[src/rtl/alu_pkg.sv]
// Shared types for the sequential ALU: opcode and FSM state encodings, status flag bundle.
// Pure type definitions; no timing or flow-control behaviour of its own.
package alu_pkg;

  typedef enum logic [2:0] {
    OP_ADD = 3'b000,
    OP_SUB = 3'b001,
    OP_AND = 3'b010,
    OP_OR  = 3'b011,
    OP_XOR = 3'b100,
    OP_SHL = 3'b101,
    OP_SHR = 3'b110,
    OP_MUL = 3'b111
  } op_e;

  typedef enum logic [1:0] {
    IDLE = 2'b00,
    EXEC = 2'b01,
    DONE = 2'b10
  } state_e;

  typedef struct packed {
    logic carry;
    logic zero;
    logic ovf;
    logic err;
  } flags_t;

endpackage

[src/rtl/alu_seq_core.sv]
// Single-cycle ALU datapath (add/sub/logic/shift) with status flags.
// Latency: purely combinational. Backpressure: none, the caller registers the outputs.
module alu_seq_core
  import alu_pkg::*;
#(
  parameter int WIDTH = 8
) (
  input  logic [WIDTH-1:0] a,
  input  logic [WIDTH-1:0] b,
  input  op_e              op,
  output logic [WIDTH-1:0] res,
  output flags_t           flags
);

  localparam int SW = $clog2(WIDTH);

  logic [SW-1:0] shamt;
  logic [WIDTH:0] add_w, sub_w, shl_w, shr_w;

  assign shamt = b[SW-1:0];

  always_comb begin
    add_w = {1'b0, a} + {1'b0, b};
    sub_w = {1'b0, a} - {1'b0, b};
    // Extra bit beside the operand catches the last bit shifted out; stays 0 for shift of 0.
    shl_w = {1'b0, a} << shamt;
    shr_w = {a, 1'b0} >> shamt;
    res   = '0;
    flags = '0;
    case (op)
      OP_ADD: begin
        res         = add_w[WIDTH-1:0];
        flags.carry = add_w[WIDTH];
        flags.ovf   = (a[WIDTH-1] == b[WIDTH-1]) && (res[WIDTH-1] != a[WIDTH-1]);
      end
      OP_SUB: begin
        res         = sub_w[WIDTH-1:0];
        flags.carry = sub_w[WIDTH];
        flags.ovf   = (a[WIDTH-1] != b[WIDTH-1]) && (res[WIDTH-1] != a[WIDTH-1]);
      end
      OP_AND: res = a & b;
      OP_OR:  res = a | b;
      OP_XOR: res = a ^ b;
      OP_SHL: begin
        res         = shl_w[WIDTH-1:0];
        flags.carry = shl_w[WIDTH];
      end
      OP_SHR: begin
        res         = shr_w[WIDTH:1];
        flags.carry = shr_w[0];
      end
      default: flags.err = 1'b1;  // MUL is not handled here
    endcase
    flags.zero = (res == '0);
  end

endmodule

[src/rtl/alu_seq.sv]
// Sequential ALU: ops 000-110 finish 1 cycle after accept, MUL (when ALU_SEQ_MUL_EN) WIDTH+1 cycles.
// Valid/ready both sides; one op in flight, result held until out_ready drains it.
// Without ALU_SEQ_MUL_EN, opcode 111 completes in one cycle with err=1 and no multiplier is built.
module alu_seq
  import alu_pkg::*;
#(
  parameter int WIDTH = 8
) (
  input  logic             clk,
  input  logic             rst_n,
  input  logic             in_valid,
  output logic             in_ready,
  input  logic [WIDTH-1:0] A,
  input  logic [WIDTH-1:0] B,
  input  logic [2:0]       sel,
  output logic             out_valid,
  input  logic             out_ready,
  output logic [WIDTH-1:0] result,
  output logic [WIDTH-1:0] result_hi,
  output logic             carry,
  output logic             zero,
  output logic             ovf,
  output logic             err
);

  state_e state, state_nxt;
  logic   accept;
  logic   is_mul;
  logic   mul_last;
  logic [WIDTH-1:0] core_res;
  flags_t           core_flags;
  flags_t           flags_q;

  assign in_ready  = (state == IDLE);
  assign out_valid = (state == DONE);
  assign accept    = in_valid && in_ready;

  alu_seq_core #(.WIDTH(WIDTH)) u_core (
    .a     (A),
    .b     (B),
    .op    (op_e'(sel)),
    .res   (core_res),
    .flags (core_flags)
  );

`ifdef ALU_SEQ_MUL_EN
  localparam int CW = $clog2(WIDTH);

  logic [WIDTH-1:0]   mcand;
  logic [2*WIDTH-1:0] prod, prod_nxt;
  logic [WIDTH:0]     psum;
  logic [CW-1:0]      cnt;

  assign is_mul   = (sel == OP_MUL);
  assign mul_last = (cnt == CW'(WIDTH - 1));

  // Shift-add: multiplier sits in the low half and is consumed LSB first.
  always_comb begin
    psum     = {1'b0, prod[2*WIDTH-1:WIDTH]} + {1'b0, (prod[0] ? mcand : {WIDTH{1'b0}})};
    prod_nxt = {psum, prod[WIDTH-1:1]};
  end

  always_ff @(posedge clk or negedge rst_n) begin
    if (!rst_n) begin
      mcand <= '0;
      prod  <= '0;
      cnt   <= '0;
    end else if (accept && is_mul) begin
      mcand <= A;
      prod  <= {{WIDTH{1'b0}}, B};
      cnt   <= '0;
    end else if (state == EXEC) begin
      prod  <= prod_nxt;
      cnt   <= cnt + CW'(1);
    end
  end
`else
  assign is_mul   = 1'b0;
  assign mul_last = 1'b1;
`endif

  always_ff @(posedge clk or negedge rst_n) begin
    if (!rst_n) state <= IDLE;
    else        state <= state_nxt;
  end

  always_comb begin
    state_nxt = state;
    case (state)
      IDLE:    if (in_valid) state_nxt = is_mul ? EXEC : DONE;
      EXEC:    if (mul_last) state_nxt = DONE;
      DONE:    if (out_ready) state_nxt = IDLE;
      default: state_nxt = IDLE;
    endcase
  end

  always_ff @(posedge clk or negedge rst_n) begin
    if (!rst_n) begin
      result    <= '0;
      result_hi <= '0;
      flags_q   <= '0;
    end else if (accept && !is_mul) begin
      result    <= core_res;
      result_hi <= '0;
      flags_q   <= core_flags;
    end
`ifdef ALU_SEQ_MUL_EN
    else if (state == EXEC && mul_last) begin
      result        <= prod_nxt[WIDTH-1:0];
      result_hi     <= prod_nxt[2*WIDTH-1:WIDTH];
      flags_q.carry <= (prod_nxt[2*WIDTH-1:WIDTH] != '0);
      flags_q.zero  <= (prod_nxt == '0);
      flags_q.ovf   <= 1'b0;
      flags_q.err   <= 1'b0;
    end
`endif
  end

  assign carry = flags_q.carry;
  assign zero  = flags_q.zero;
  assign ovf   = flags_q.ovf;
  assign err   = flags_q.err;

endmodule

[config.mk]
export PLATFORM = sky130hd
export DESIGN_NAME = alu_seq
export DESIGN_NICKNAME = d
export VERILOG_FILES = /design/src/rtl/alu_pkg.sv /design/src/rtl/alu_seq_core.sv /design/src/rtl/alu_seq.sv
export SDC_FILE = /design/constraint.sdc
export NUM_CORES = 1
export LEC_CHECK = 0
export ABC_AREA = 1
export BUFFER_PORTS_ARGS = -buffer_cell sky130_fd_sc_hd__buf_4
export CORE_MARGIN = 10
export CORE_UTILIZATION = 55
export DETAILED_ROUTE_END_ITERATION = 8
export PLACE_DENSITY = 0.79
export SLEW_MARGIN = 5
export SYNTH_ARGS = -nofsm -noshare
export SYNTH_HDL_FRONTEND = slang
export SYNTH_SLANG_ARGS = --single-unit
export TNS_END_PERCENT = 5
[constraint.sdc]
create_clock -name clk -period 1.1 [get_ports clk]
set_input_delay 0.165 -clock clk [delete_from_list [all_inputs] [get_ports clk]]
set_output_delay 0.165 -clock clk [all_outputs]
set_load 0.05 [all_outputs]
======== After elaboration in Yosys (flattened, before gate mapping) ========
Cells that the tools add are included.
storage, ports and cells
  memories kept ........................... 0
  RAM bits ................................ 0
  memory bits (read-only) ................. 0
  register bits after elaboration ......... 14
  bits in latches ......................... 0
cells by class
  shift operators ......................... 2
  multipliers ............................. 0
  muxes and demuxes ....................... 7
  equality and inequality tests ........... 14
  magnitude comparators ................... 0
  add/sub/neg operators ................... 2
  reductions and logical operators ........ 8
  bitwise gates (word level) .............. 3
  divide/modulo/power cells ............... 0
operator list
  cell                  number
  $pmux W8 S7           1
  $add A8 B8 Y9         1
  $eq A3 B3 Y1 const B  3
  $shl A8 B3 Y9         1
  $shr A9 B3 Y9         1
  $sub A8 B8 Y9         1
  $and A8 B8 Y8         1
  $logic_not A8 Y1      1
  $or A8 B8 Y8          1
  $xor A8 B8 Y8         1
  $reduce_or A7 Y1      1
  $eq A3 B2 Y1 const B  2
  $pmux W2 S3           1
  $mux W2               2
  $pmux W1 S4           1
  $eq A3 B1 Y1 const B  1
  $logic_and A1 B1 Y1   3
  $logic_not A3 Y1      1
  $ne A1 B1 Y1          3
  $eq A2 B1 Y1 const B  1
  $eq A2 B2 Y1 const B  1
  $logic_not A2 Y1      1
  $ne A2 B1 Y1 const B  1
  $ne A2 B2 Y1 const B  1
  other kinds (4)       4

======== Longest topological paths before layout ========
  depth in word-level cells ............... 4
  gate-level depth with buffers ........... 16
  depth with buffers taken out ............ 15

======== Modules after synthesis ========
From an unflattened synthesis, not the netlist that was laid out.
unflattened totals
  cells, all modules ...................... 429
  area, all modules ....................... 2422.3 µm²
by module, submodules not included
  module        cells an instance  instances  area an instance (µm²)  sequential area each (µm²)
  alu_seq_core  365                1          1841.8                  0.0
  alu_seq       64                 1          580.6                   325.3

======== Worst setup path before layout ========
No wires, ideal clock.
  kind .................................... in2reg
  start point ............................. input B[1]
  end point ............................... register result[7]
  arrival time ............................ 1.722 ns
  path buffers ............................ 2
  cell stages on the path ................. 12
  setup time .............................. 0.131 ns
  required time ........................... 0.969 ns
  path slack .............................. -0.752 ns
  cell sequence ........................... buf_4 inv_2 buf_4 ha_1 o21ai_0 nand4_1 nand2_1 nand2_1 nand3_1 nand2_1 nor2_1 o21ai_0
on the way
  cells in the longest elaborated chain, start to end .. 2
  elaborated cells on any way between the ends .. 5
  classes of those cells .................. add/sub (2); shift (2); mux (1)
RTL lines
  what                                   line                text
  start, declared                        alu_seq.sv:14       input logic [WIDTH-1:0] B,
  $sub A8 B8 Y9 (tied with other cells)  alu_seq_core.sv:24  sub_w = {1'b0, a} - {1'b0, b};
  $pmux W8 S7 (*)                        alu_seq_core.sv:30  case (op)
  end signal, assigned                   alu_seq.sv:103      result <= core_res;
  end, declared                          alu_seq.sv:18       output logic [WIDTH-1:0] result,
Mark *: on every way between the ends. The rest lies on a longest branch, timed or not.
A chain may end at the register's enable or synchronous reset.

======== Worst setup path after layout ========
  start point ............................. input B[0]
  end point ............................... register flags_q, in the netlist zero
on the way
  cells in the longest elaborated chain, start to end .. 3
  elaborated cells on any way between the ends .. 9
  classes of those cells .................. add/sub (2); shift (2); mux (1); bitwise (3); reduce/logical (1)
RTL lines
  what                                   line                text
  $sub A8 B8 Y9 (tied with other cells)  alu_seq_core.sv:24
  $pmux W8 S7 (*)                        alu_seq_core.sv:30
  $logic_not A8 Y1 (*)                   alu_seq_core.sv:54  flags.zero = (res == '0);
  end signal, assigned                   alu_seq.sv:105      flags_q <= core_flags;
  end, declared                          alu_seq.sv:32       flags_t flags_q;
Marks and branches as above.

==> results.md <==
- Status: complete, but fails checks
- Failing checks: setup timing
- Crit path DAT: 1810 ps
- Row count: 23
- Port Buffer Count: 36
- Sw Pwr: 1510 uW
- Max Freq: 613 MHz
- Kind of critical path: primary input to register
- Final GP Congestion: 0.993
- Period utilization: 1.48
- Top cell type's share of synthesized area: 0.197
- Yosys warnings: 0
- Crit-path slowest cell: fa_2
- Vias per inst: 5.53
- Area leader, netlist: nand2_1
- Skew-Pair Late Insertion Delay: 240 ps
- Sequential share of the synthesized area: 0.138
- Layout area overhead: 50.1%
- Largest net degree at the start of global routing: 17
- I/O Pins: 45
- Slowest cell delay on critical path: 500 ps
- Comb pwr share: 0.662
- Clock power frac: 0.134
- Final Hold Fails: 0
- Final core occ: 0.868
- Vias in the first global route: 3197
- Synthesized area per cell: 5.78 um^2
- Die W: 85.6 um
- CP bufs+invs: 3
- Via count: 3208
- Final slew viol count: 0
- CP required: 1280 ps
- Sequential power share: 0.204
- CP endpoint kind: register
- Hold Slack: 103 ps
- RSZ-0062 raised after global routing: yes
- Initial antenna violation count: 0
- Lkg Pwr: 0.00194 uW
- Sw Share: 0.479
- Clock Skews: 1.26 ps
- Nets: 582
- GR Overflow Total: 0
- Maximum VDD drop: 676 uV
- Reg2reg setup slack: -120 ps
- Die area: 7320 um^2
- Clk buf depth: 2
- Initial Utilization: 0.579
- Hpwl dp: 7030 um
- CTS clk-pin slew, worst paths: 60 ps
- First-pass DRT Iterations: 5
- CTS tree: built
- ANT cells: 0
- Post-Syn Instances: 409
- Layout fillers: 251
- Initial drt markers: 254
- Yosys reg bits: 13
- Final worst path period need: 1630 ps
- Internal Power: 1640 uW
- Critical-path cell list: buf_8 > ha_4 > inv_2 > fa_2 > nand3b_1 > nand2_1 > inv_1 > nand2_2 > nor2_4 > nand2_1 > nor2_1 > nand2_1 > nor2_1 > nand3_1 > nand2_1
- Setup ws final: -532 ps
- Core area: 4090 um^2
- Critical path's top delay family: simple AND/OR/NAND/NOR gates
- Final Setup Violations: 13
- Sink Count: 13
- Worst Hold Class: primary input to register
- Crit path launch type: primary input
- GRT Util Overall: 0.245
- Critical R2R Capture: result[0]
- Most used cell, CP: nand2_1
- Max Cap Viol: 0
- Hold Path End: state[1]
- Share of cells above drive strength 1: 0.345
- Root buffer cell: clkbuf_8
- TritonCTS Buffers: 3
- Worst Hold Depth: 2
- R2R depth: 5
- Setup TNS Final: -4190 ps
- Netlist Area Pre-Place: 2360 um^2
- Antenna Nets Post-Route: 0
- Commonest non-fill, non-tap cell in the layout: buf_4
- Drt drc: 0
- Post-Route WL: 9040 um
- CP max FO: 3
- Pwr/cell area: 887 nW/um^2
- Critical R2R Launch: state[1]
- Most area-consuming cells after synthesis: nand2_1 (20%), nand3_1 (17%), dfrtp_1 (14%)
- Die height: 85.6 um
- Worst Hold Launch: out_ready
- Global-route wire length before repair: 15000 um
- Most frequent cells in the layout: buf_4 (126), nand2_1 (118), nand3_1 (72)
- WL per Instance: 15.6 um
- Post-synth cell types: 29
- H-tree levels: 1
==> synthesized netlist by cell type, drive strengths merged <==
| cell type | instances |
|---|---|
| buf | 19 |
| ha | 26 |
| nand4 | 4 |
| conb | 1 |
| a31oi | 2 |
| a32o | 1 |
| nand3 | 80 |
| fa | 2 |
| inv | 52 |
| o211ai | 1 |
| nand2 | 124 |
| o21bai | 2 |
| o21ai | 16 |
| or2 | 2 |
| xnor2 | 2 |
| dfrtp | 13 |
| nor3 | 3 |
| nor2 | 36 |
| o22ai | 1 |
| a21oi | 16 |
| clkbuf | 2 |
| clkinv | 1 |
| nand3b | 3 |
==> cell type report <==
type | count | area, um^2 | area share
Clock buffer | 4 | 45.0 | 0.0127
Inverter | 53 | 219 | 0.0617
Multi-Input combinational cell | 329 | 1880 | 0.529
Sequential cell | 13 | 327 | 0.0920
Tap cell | 50 | 62.6 | 0.0176
Timing Repair Buffer | 131 | 1020 | 0.287
==> cells by family after synthesis <==
| group | synth area share |
|---|---|
| xor gates and xnor gates | 0.00741 |
| AOI/OAI and AO/OA | 0.0894 |
| and+or+nand+nor | 0.467 |
| DFF | 0.138 |
| adders and majority gates | 0.154 |
| other | 0.00159 |
| buffers and inverters | 0.142 |
==> repair_timing <==
action,in CTS,in global routing
pin swaps,16,10
hold endpoints to repair,13,0
hold buffers,1,0
setup buffers,2,1
endpoints found under the setup margin,13,13
resized for setup,36,14
==> power groups by stage <==
stage / clock network (uW) / registers (uW) / logic, uW
after detailed placement: 0 / 641 / 1900
after CTS: 423 / 636 / 2000
after global routing: 441 / 652 / 2250
after floorplan: 0 / 980 / 806
final: 422 / 643 / 2080
after global placement: 0 / 638 / 1880
==> sequential cells by signal, summed over array words and instances (netlist names) <==
signal  cells
carry       1
err         1
zero        1
result      8
ovf         1
state       1
==> metal layers <==
metal,GRT usage,part of all wire,vias to the layer above
met5,0,0,-
li1,-,-,1551
met1,0.275,0.39,1446
met4,0.0868,0.032,0
met3,0.0482,0.090,34
met2,0.444,0.49,177
==> worst max-delay path by stage <==
stage                     start  endpoint  slack [ps]  depth (start not counted)
after floorplan            B[1]      zero        -560                         15
after global placement     B[2]      zero        -760                         14
after detailed placement   A[0]     carry        -820                         14
after CTS                  A[0]      zero        -430                         15
after global routing       B[0]      zero        -680                         15
final                      B[0]      zero        -530                         15
==> per-stage QoR <==
step | area, um^2 | total power (uW) | cells | worst slack (ps)
after floorplan | 2420 | 1790 | 416 | -558
after global routing | 3550 | 3340 | 580 | -683
after detailed placement | 3290 | 2540 | 572 | -823
after CTS | 3500 | 3060 | 579 | -432
after global placement | 3290 | 2510 | 572 | -762
final | 3550 | 3150 | 580 | -532
Power figures use the tool's default switching activity.
